==> config.mk <==
export PLATFORM = sky130hd
export DESIGN_NAME = rr_arbiter5
export DESIGN_NICKNAME = d
export VERILOG_FILES = /design/src/rtl/rr5_pkg.sv /design/src/rtl/rr5_pick.sv /design/src/rtl/rr_arbiter5.sv
export SDC_FILE = /design/constraint.sdc
export NUM_CORES = 1
export LEC_CHECK = 0
export CAP_MARGIN = 20
export CORE_UTILIZATION = 35
export DETAILED_ROUTE_END_ITERATION = 6
export GPL_TIMING_DRIVEN = 0
export HOLD_SLACK_MARGIN = 0.05
export PLACE_DENSITY_LB_ADDON = 0.1
export SLEW_MARGIN = 40
export SYNTH_ARGS = -nofsm -noshare
export SYNTH_HDL_FRONTEND = slang
export SYNTH_SLANG_ARGS = --single-unit
==> constraint.sdc <==
create_clock -name C -period 3.9 [get_ports C]
set_clock_uncertainty 0.2 [all_clocks]
set_input_delay 1.17 -clock C [delete_from_list [all_inputs] [get_ports C]]
set_output_delay 1.17 -clock C [all_outputs]
set_load 0.02 [all_outputs]
==> src/rtl/rr5_pkg.sv <==
// Shared definitions for the five-requester round-robin arbiter.
package rr5_pkg;

  localparam int         N_REQ   = 5;
  localparam logic [2:0] ID_NONE = 3'b111;

  typedef enum logic {
    S_IDLE,
    S_GRANT
  } state_e;

  // Modulo-5 increment of a requester index (0..4 wraps to 0).
  function automatic logic [2:0] rot_next(input logic [2:0] idx);
    return (idx >= 3'd4) ? 3'd0 : idx + 3'd1;
  endfunction

endpackage

==> src/rtl/rr5_pick.sv <==
// Rotating-priority picker: finds the first set request searching from
// ptr upward, wrapping modulo 5. Purely combinational.
module rr5_pick
  import rr5_pkg::*;
(
  input  logic [4:0] r,
  input  logic [2:0] ptr,
  output logic       valid,
  output logic [2:0] idx
);

  logic [2:0] cand;

  // Walk the five candidates in priority order and keep the first hit.
  always_comb begin
    valid = 1'b0;
    idx   = ID_NONE;
    cand  = ptr;
    for (int k = 0; k < N_REQ; k++) begin
      if (!valid && r[cand]) begin
        valid = 1'b1;
        idx   = cand;
      end
      cand = rot_next(cand);
    end
  end

endmodule

==> src/rtl/rr_arbiter5.sv <==
// Five-requester round-robin arbiter with per-bit request polarity,
// registered one-hot grant, release on DONE / withdrawal / hold timeout.
module rr_arbiter5
  import rr5_pkg::*;
#(
  parameter logic [4:0] INV_MASK = 5'b00111,
  parameter logic [7:0] MAX_HOLD = 8'd15
) (
  input  logic       C,
  input  logic       CLR,
  input  logic [4:0] REQ,
  input  logic       DONE,
  output logic [4:0] GNT,
  output logic [2:0] GNT_ID,
  output logic       BUSY,
  output logic       TIMEOUT
);

  state_e     state_q;
  logic [2:0] ptr_q;
  logic [7:0] cnt_q;
  logic [7:0] cnt_d;
  logic [4:0] gnt_q;
  logic [2:0] gnt_id_q;
  logic       busy_q;
  logic       timeout_q;

  logic [4:0] r;
  logic       pick_valid;
  logic [2:0] pick_idx;
  logic       owner_req;
  logic       hold_hit;
  logic       release_now;
  logic       timeout_only;

  // Normalise polarity so active-low clients read as active-high.
  assign r = REQ ^ INV_MASK;

  rr5_pick u_pick (
    .r     (r),
    .ptr   (ptr_q),
    .valid (pick_valid),
    .idx   (pick_idx)
  );

  // Release decision for the current grantee. gnt_q is one-hot while
  // granting, so masking r with it is the same as reading r[GNT_ID].
  always_comb begin
    owner_req    = |(r & gnt_q);
    hold_hit     = (MAX_HOLD != 8'd0) && (cnt_q == MAX_HOLD - 8'd1);
    release_now  = DONE || !owner_req || hold_hit;
    timeout_only = hold_hit && !DONE && owner_req;
    cnt_d        = (cnt_q == 8'hFF) ? cnt_q : cnt_q + 8'd1;
  end

  // FSM with pointer, hold counter and all outputs registered.
  always_ff @(posedge C or posedge CLR) begin
    if (CLR) begin
      state_q   <= S_IDLE;
      ptr_q     <= 3'd0;
      cnt_q     <= 8'd0;
      gnt_q     <= 5'd0;
      gnt_id_q  <= ID_NONE;
      busy_q    <= 1'b0;
      timeout_q <= 1'b0;
    end else begin
      case (state_q)
        S_IDLE: begin
          timeout_q <= 1'b0;
          if (pick_valid) begin
            gnt_q    <= 5'd1 << pick_idx;
            gnt_id_q <= pick_idx;
            busy_q   <= 1'b1;
            cnt_q    <= 8'd0;
            state_q  <= S_GRANT;
          end
        end
        S_GRANT: begin
          if (release_now) begin
            gnt_q     <= 5'd0;
            gnt_id_q  <= ID_NONE;
            busy_q    <= 1'b0;
            ptr_q     <= rot_next(gnt_id_q);
            timeout_q <= timeout_only;
            state_q   <= S_IDLE;
          end else begin
            cnt_q <= cnt_d;
          end
        end
        default: state_q <= S_IDLE;
      endcase
    end
  end

  assign GNT     = gnt_q;
  assign GNT_ID  = gnt_id_q;
  assign BUSY    = busy_q;
  assign TIMEOUT = timeout_q;

endmodule
==> summary.md <==
| Metric | Value |
|---|---|
| Status | complete, no violations |
| Routed vias/inst | 5.429 |
| Register area share after synthesis | 29.65% |
| Final Worst Setup Slack | 0.1069 ns |
| CP top delay family | simple AND/OR/NAND/NOR gates |
| Mapped Avg Cell Area | 8.694 um2 |
| Worst-margin pin slew | 0.6306 ns |
| Period utilization | 97.26% |
| Slowest cell on the critical path | dfrtp_1 |
| Leading area contributor after synthesis | dfrtp_1 |
| Top post-synthesis cells by area | dfrtp_1 (25%), ha_1 (5.4%), nor2_1 (4.4%), dfstp_2 (4.2%), a21oi_1 (3.2%) |
| CTS Sinks | 22 |
| Critical path type | reg -> reg |
| Hold path depth | 1 |
| Fin crit period | 3.793 ns |
| WP buf/inv | 1 |
| Multi-input logic area | 0.001345 mm2 |
| Required @ worst endpoint | 3.85 ns |
| Share of layout cells above drive strength 1 | 24.90% |
| CTS Root Cell | clkbuf_8 |
| Die area | 0.005637 mm2 |
| Die Width | 75.08 um |
| Nets | 262 |
| R2r endpoint | GNT[1]$_DFFE_PP0P_ |
| Routed len/inst | 15.90 um |
| Clk buf depth | 2 |
| Syn Inst Count | 215 |
| R2R Setup Slk | 0.11 ns |
| Synth Cell Area | 0.001869 mm2 |
| Overflow after GRT | 0 |
| Hold Path Origin | BUSY$_DFFE_PP0P_ |
| Critical Path Max Stage Delay | 0.42 ns |
| Rows | 26 |
| H-tree depth | 1 |
| Yosys warns | 0 |
| Reg2reg path depth | 15 |
| Seq. cell area | 554.3 um2 |
| Max Cap Viol | 0 |
| Setup WS pre-CTS | -0.3744 ns |
| Startpoint types | flop |
| Crit end category | flop |
| Slew HR | 57.68% |
| Clock-pin transition on the worst setup and hold timing paths | 0.07 ns |
| Seq cells post-synth | 22 |
| Cells along the critical path | ha_4 -> and2b_2 -> ha_4 -> and2_4 -> ha_4 -> o21ai_2 -> inv_2 -> ha_4 -> nor4_1 -> a211o_1 -> o21ai_4 -> nor4b_2 -> a211oi_2 -> nand2b_4 -> a2bb2o_1 |
| Post-synth EDFFs | 0 |
| I/O pins | 18 |
| Largest net degree at the start of global routing | 23 |
| Final hold vios | 0 |
| HP Class | reg -> reg |
| F_max | 263.6 MHz |
| Vias in the first global route | 1694 |
| Total negative slack | 0 ns |
| Vias | 1710 |
| Setup violators final | 0 |
| Antenna violations before repair | 0 |
| Share of the synthesized area in the top cell type | 25.44% |
| CTS Buf Count | 3 |
| Initial DRC count | 95 |
| Top FF cell, synth | dfrtp_1 |
| TritonCTS clock tree | built |
| Post-synth net total | 231 |
| Total Wirelength | 5007 um |
| Hold Path Sink | BUSY$_DFFE_PP0P_ |
| Design area | 0.002376 mm2 |
| ANT nets after route | 0 |
| Initial Utilization | 36.37% |
| Fillers | 546 |
| DRC errors left | 0 |
| First-pass GRT wire length | 8107 um |
| Slew Limit Fails | 0 |
| Unique masters post-synth | 70 |
| Crit Path Max Fanout | 6 |
| Crit path arrival time | 3.74 ns |
| GRT Overall Usage | 18.86% |
| Area growth from synthesis to layout | 27.11% |
| Post-synth ARST share | 100.0% |
| Placed inst area | 0.002146 mm2 |
| Core area | 0.005140 mm2 |
| DIE HEIGHT | 75.08 um |
| Finished Core Util | 46.23% |
| Dpl hpwl | 3636 um |
| # port buffers | 17 |
| RePlAce Congestion | 0.8030 |
| Clock latency on the worst-skew pair | 0.26 ns |
| Critical Path Most Common Cell | ha_4 |
| First-pass detailed-route iteration total | 4 |
| Ant diodes | 0 |
| Worst r2r src | ptr_q[1]$_DFFE_PP0P_ |
-- how the worst max path moves through the flow --
stage	start	end	slack (ns)	depth (start not counted)
final	ptr_q[1]$_DFFE_PP0P_	GNT[1]$_DFFE_PP0P_	0.11	15
after global routing	REQ[4]	GNT[1]$_DFFE_PP0P_	-0.03	9
after CTS	ptr_q[0]$_DFFE_PP0P_	GNT[1]$_DFFE_PP0P_	0.008	15
after detailed placement	ptr_q[1]$_DFFE_PP0P_	GNT[1]$_DFFE_PP0P_	-0.37	15
after global placement	ptr_q[1]$_DFFE_PP0P_	GNT[1]$_DFFE_PP0P_	-0.43	15
after floorplan	ptr_q[0]$_DFFE_PP0P_	GNT[1]$_DFFE_PP0P_	0.03	15
-- worst register-to-register path, cell delays in order, from the launching register on --
cell      delay, ns
dfrtp_1        0.42
ha_4           0.26
and2b_2        0.23
ha_4           0.29
and2_4         0.16
ha_4           0.20
o21ai_2        0.08
inv_2          0.08
ha_4           0.25
nor4_1         0.28
a211o_1        0.21
o21ai_4        0.10
nor4b_2        0.18
a211oi_2       0.31
nand2b_4       0.18
a2bb2o_1       0.27
-- area by class of cell --
cell class,count,area share (%)
multi-input cells,171,56.61
flip-flops and latches,22,23.33
repair buffers,26,10.01
well taps,70,3.686
inverters,16,2.528
plain buffers,6,1.948
clock buffers,4,1.896
-- cell families (layout without fill, tap and decap cells) --
group           after synthesis  count (layout)  share of synthesized area (%)
mux                           2               2                          1.205
xor+xnor                      5               5                          2.343
compound gates               69              69                          29.39
simple gates                 87              87                          26.37
fa+ha+maj                     8               8                          5.355
buf+inv                      22              52                          5.688
flops                        22              22                          29.65
-- cell usage after synthesis (all sizes together), types with 3 or more instances --
cell     number
inv          16
xnor2         5
dfrtp        19
nor2b         7
nor3          6
o21ai        12
a31o          3
a211oi        3
a21o          3
buf           5
a22oi         3
nand2        14
nor2         22
o211ai        3
nand3         6
nor4          6
o31ai         4
dfstp         3
o2bb2ai       4
ha            8
nand2b        8
a21oi        13
nand4         3
and2          4
-- cells in the final DEF, fill, tap and decap left out, types with 4 or more instances in the layout --
| cell | netlist | routed |
|---|---|---|
| nor2_1 | 22 | 20 |
| dfrtp_1 | 19 | 19 |
| clkdlybuf4s50_1 | 0 | 17 |
| nand2_1 | 14 | 14 |
| inv_1 | 15 | 13 |
| buf_4 | 2 | 11 |
| a21oi_1 | 12 | 11 |
| nand2b_1 | 8 | 7 |
| o21ai_0 | 7 | 7 |
| nor3_1 | 6 | 6 |
| nand3_1 | 6 | 6 |
| nor4_1 | 5 | 5 |
| xnor2_1 | 5 | 5 |
| nor2b_1 | 5 | 4 |
| o31ai_1 | 4 | 4 |
| o2bb2ai_1 | 4 | 4 |
| ha_1 | 8 | 4 |
| ha_4 | 0 | 4 |
-- registers in the layout, summed over array words and instances, names as in the netlist --
| signal | flops |
|---|---|
| cnt_q | 8 |
| GNT | 5 |
| GNT_ID | 3 |
| ptr_q | 3 |
| BUSY | 1 |
| TIMEOUT | 1 |
| state_q | 1 |
-- stage by stage --
| step | std cells | hold WS (ns) |
|---|---|---|
| after floorplan | 215 | 0.3062 |
| after global placement | 302 | 0.2723 |
| after detailed placement | 302 | 0.2761 |
| after CTS | 309 | 0.2983 |
| after global routing | 315 | 0.3126 |
| final | 315 | 0.2918 |
-- per-layer routing --
layer  up-vias  share of wire [%]  GRT usage, %
met2        33                 46         30.33
li1        866                  -             -
met4         0               0.90         4.822
met1       805                 50         27.36
met5         -                  0             0
met3         6                2.9         1.473
-- timing repair --
action,4_1_cts,5_1_grt
setup buffers,3,6
hold buffers,0,0
resized for setup,9,10
endpoints found under the setup margin,17,17
pin swaps,3,7
Power is left out: the tool's default activity adds up to more than one toggle a clock period on the data nets, which glitch-free logic cannot reach.
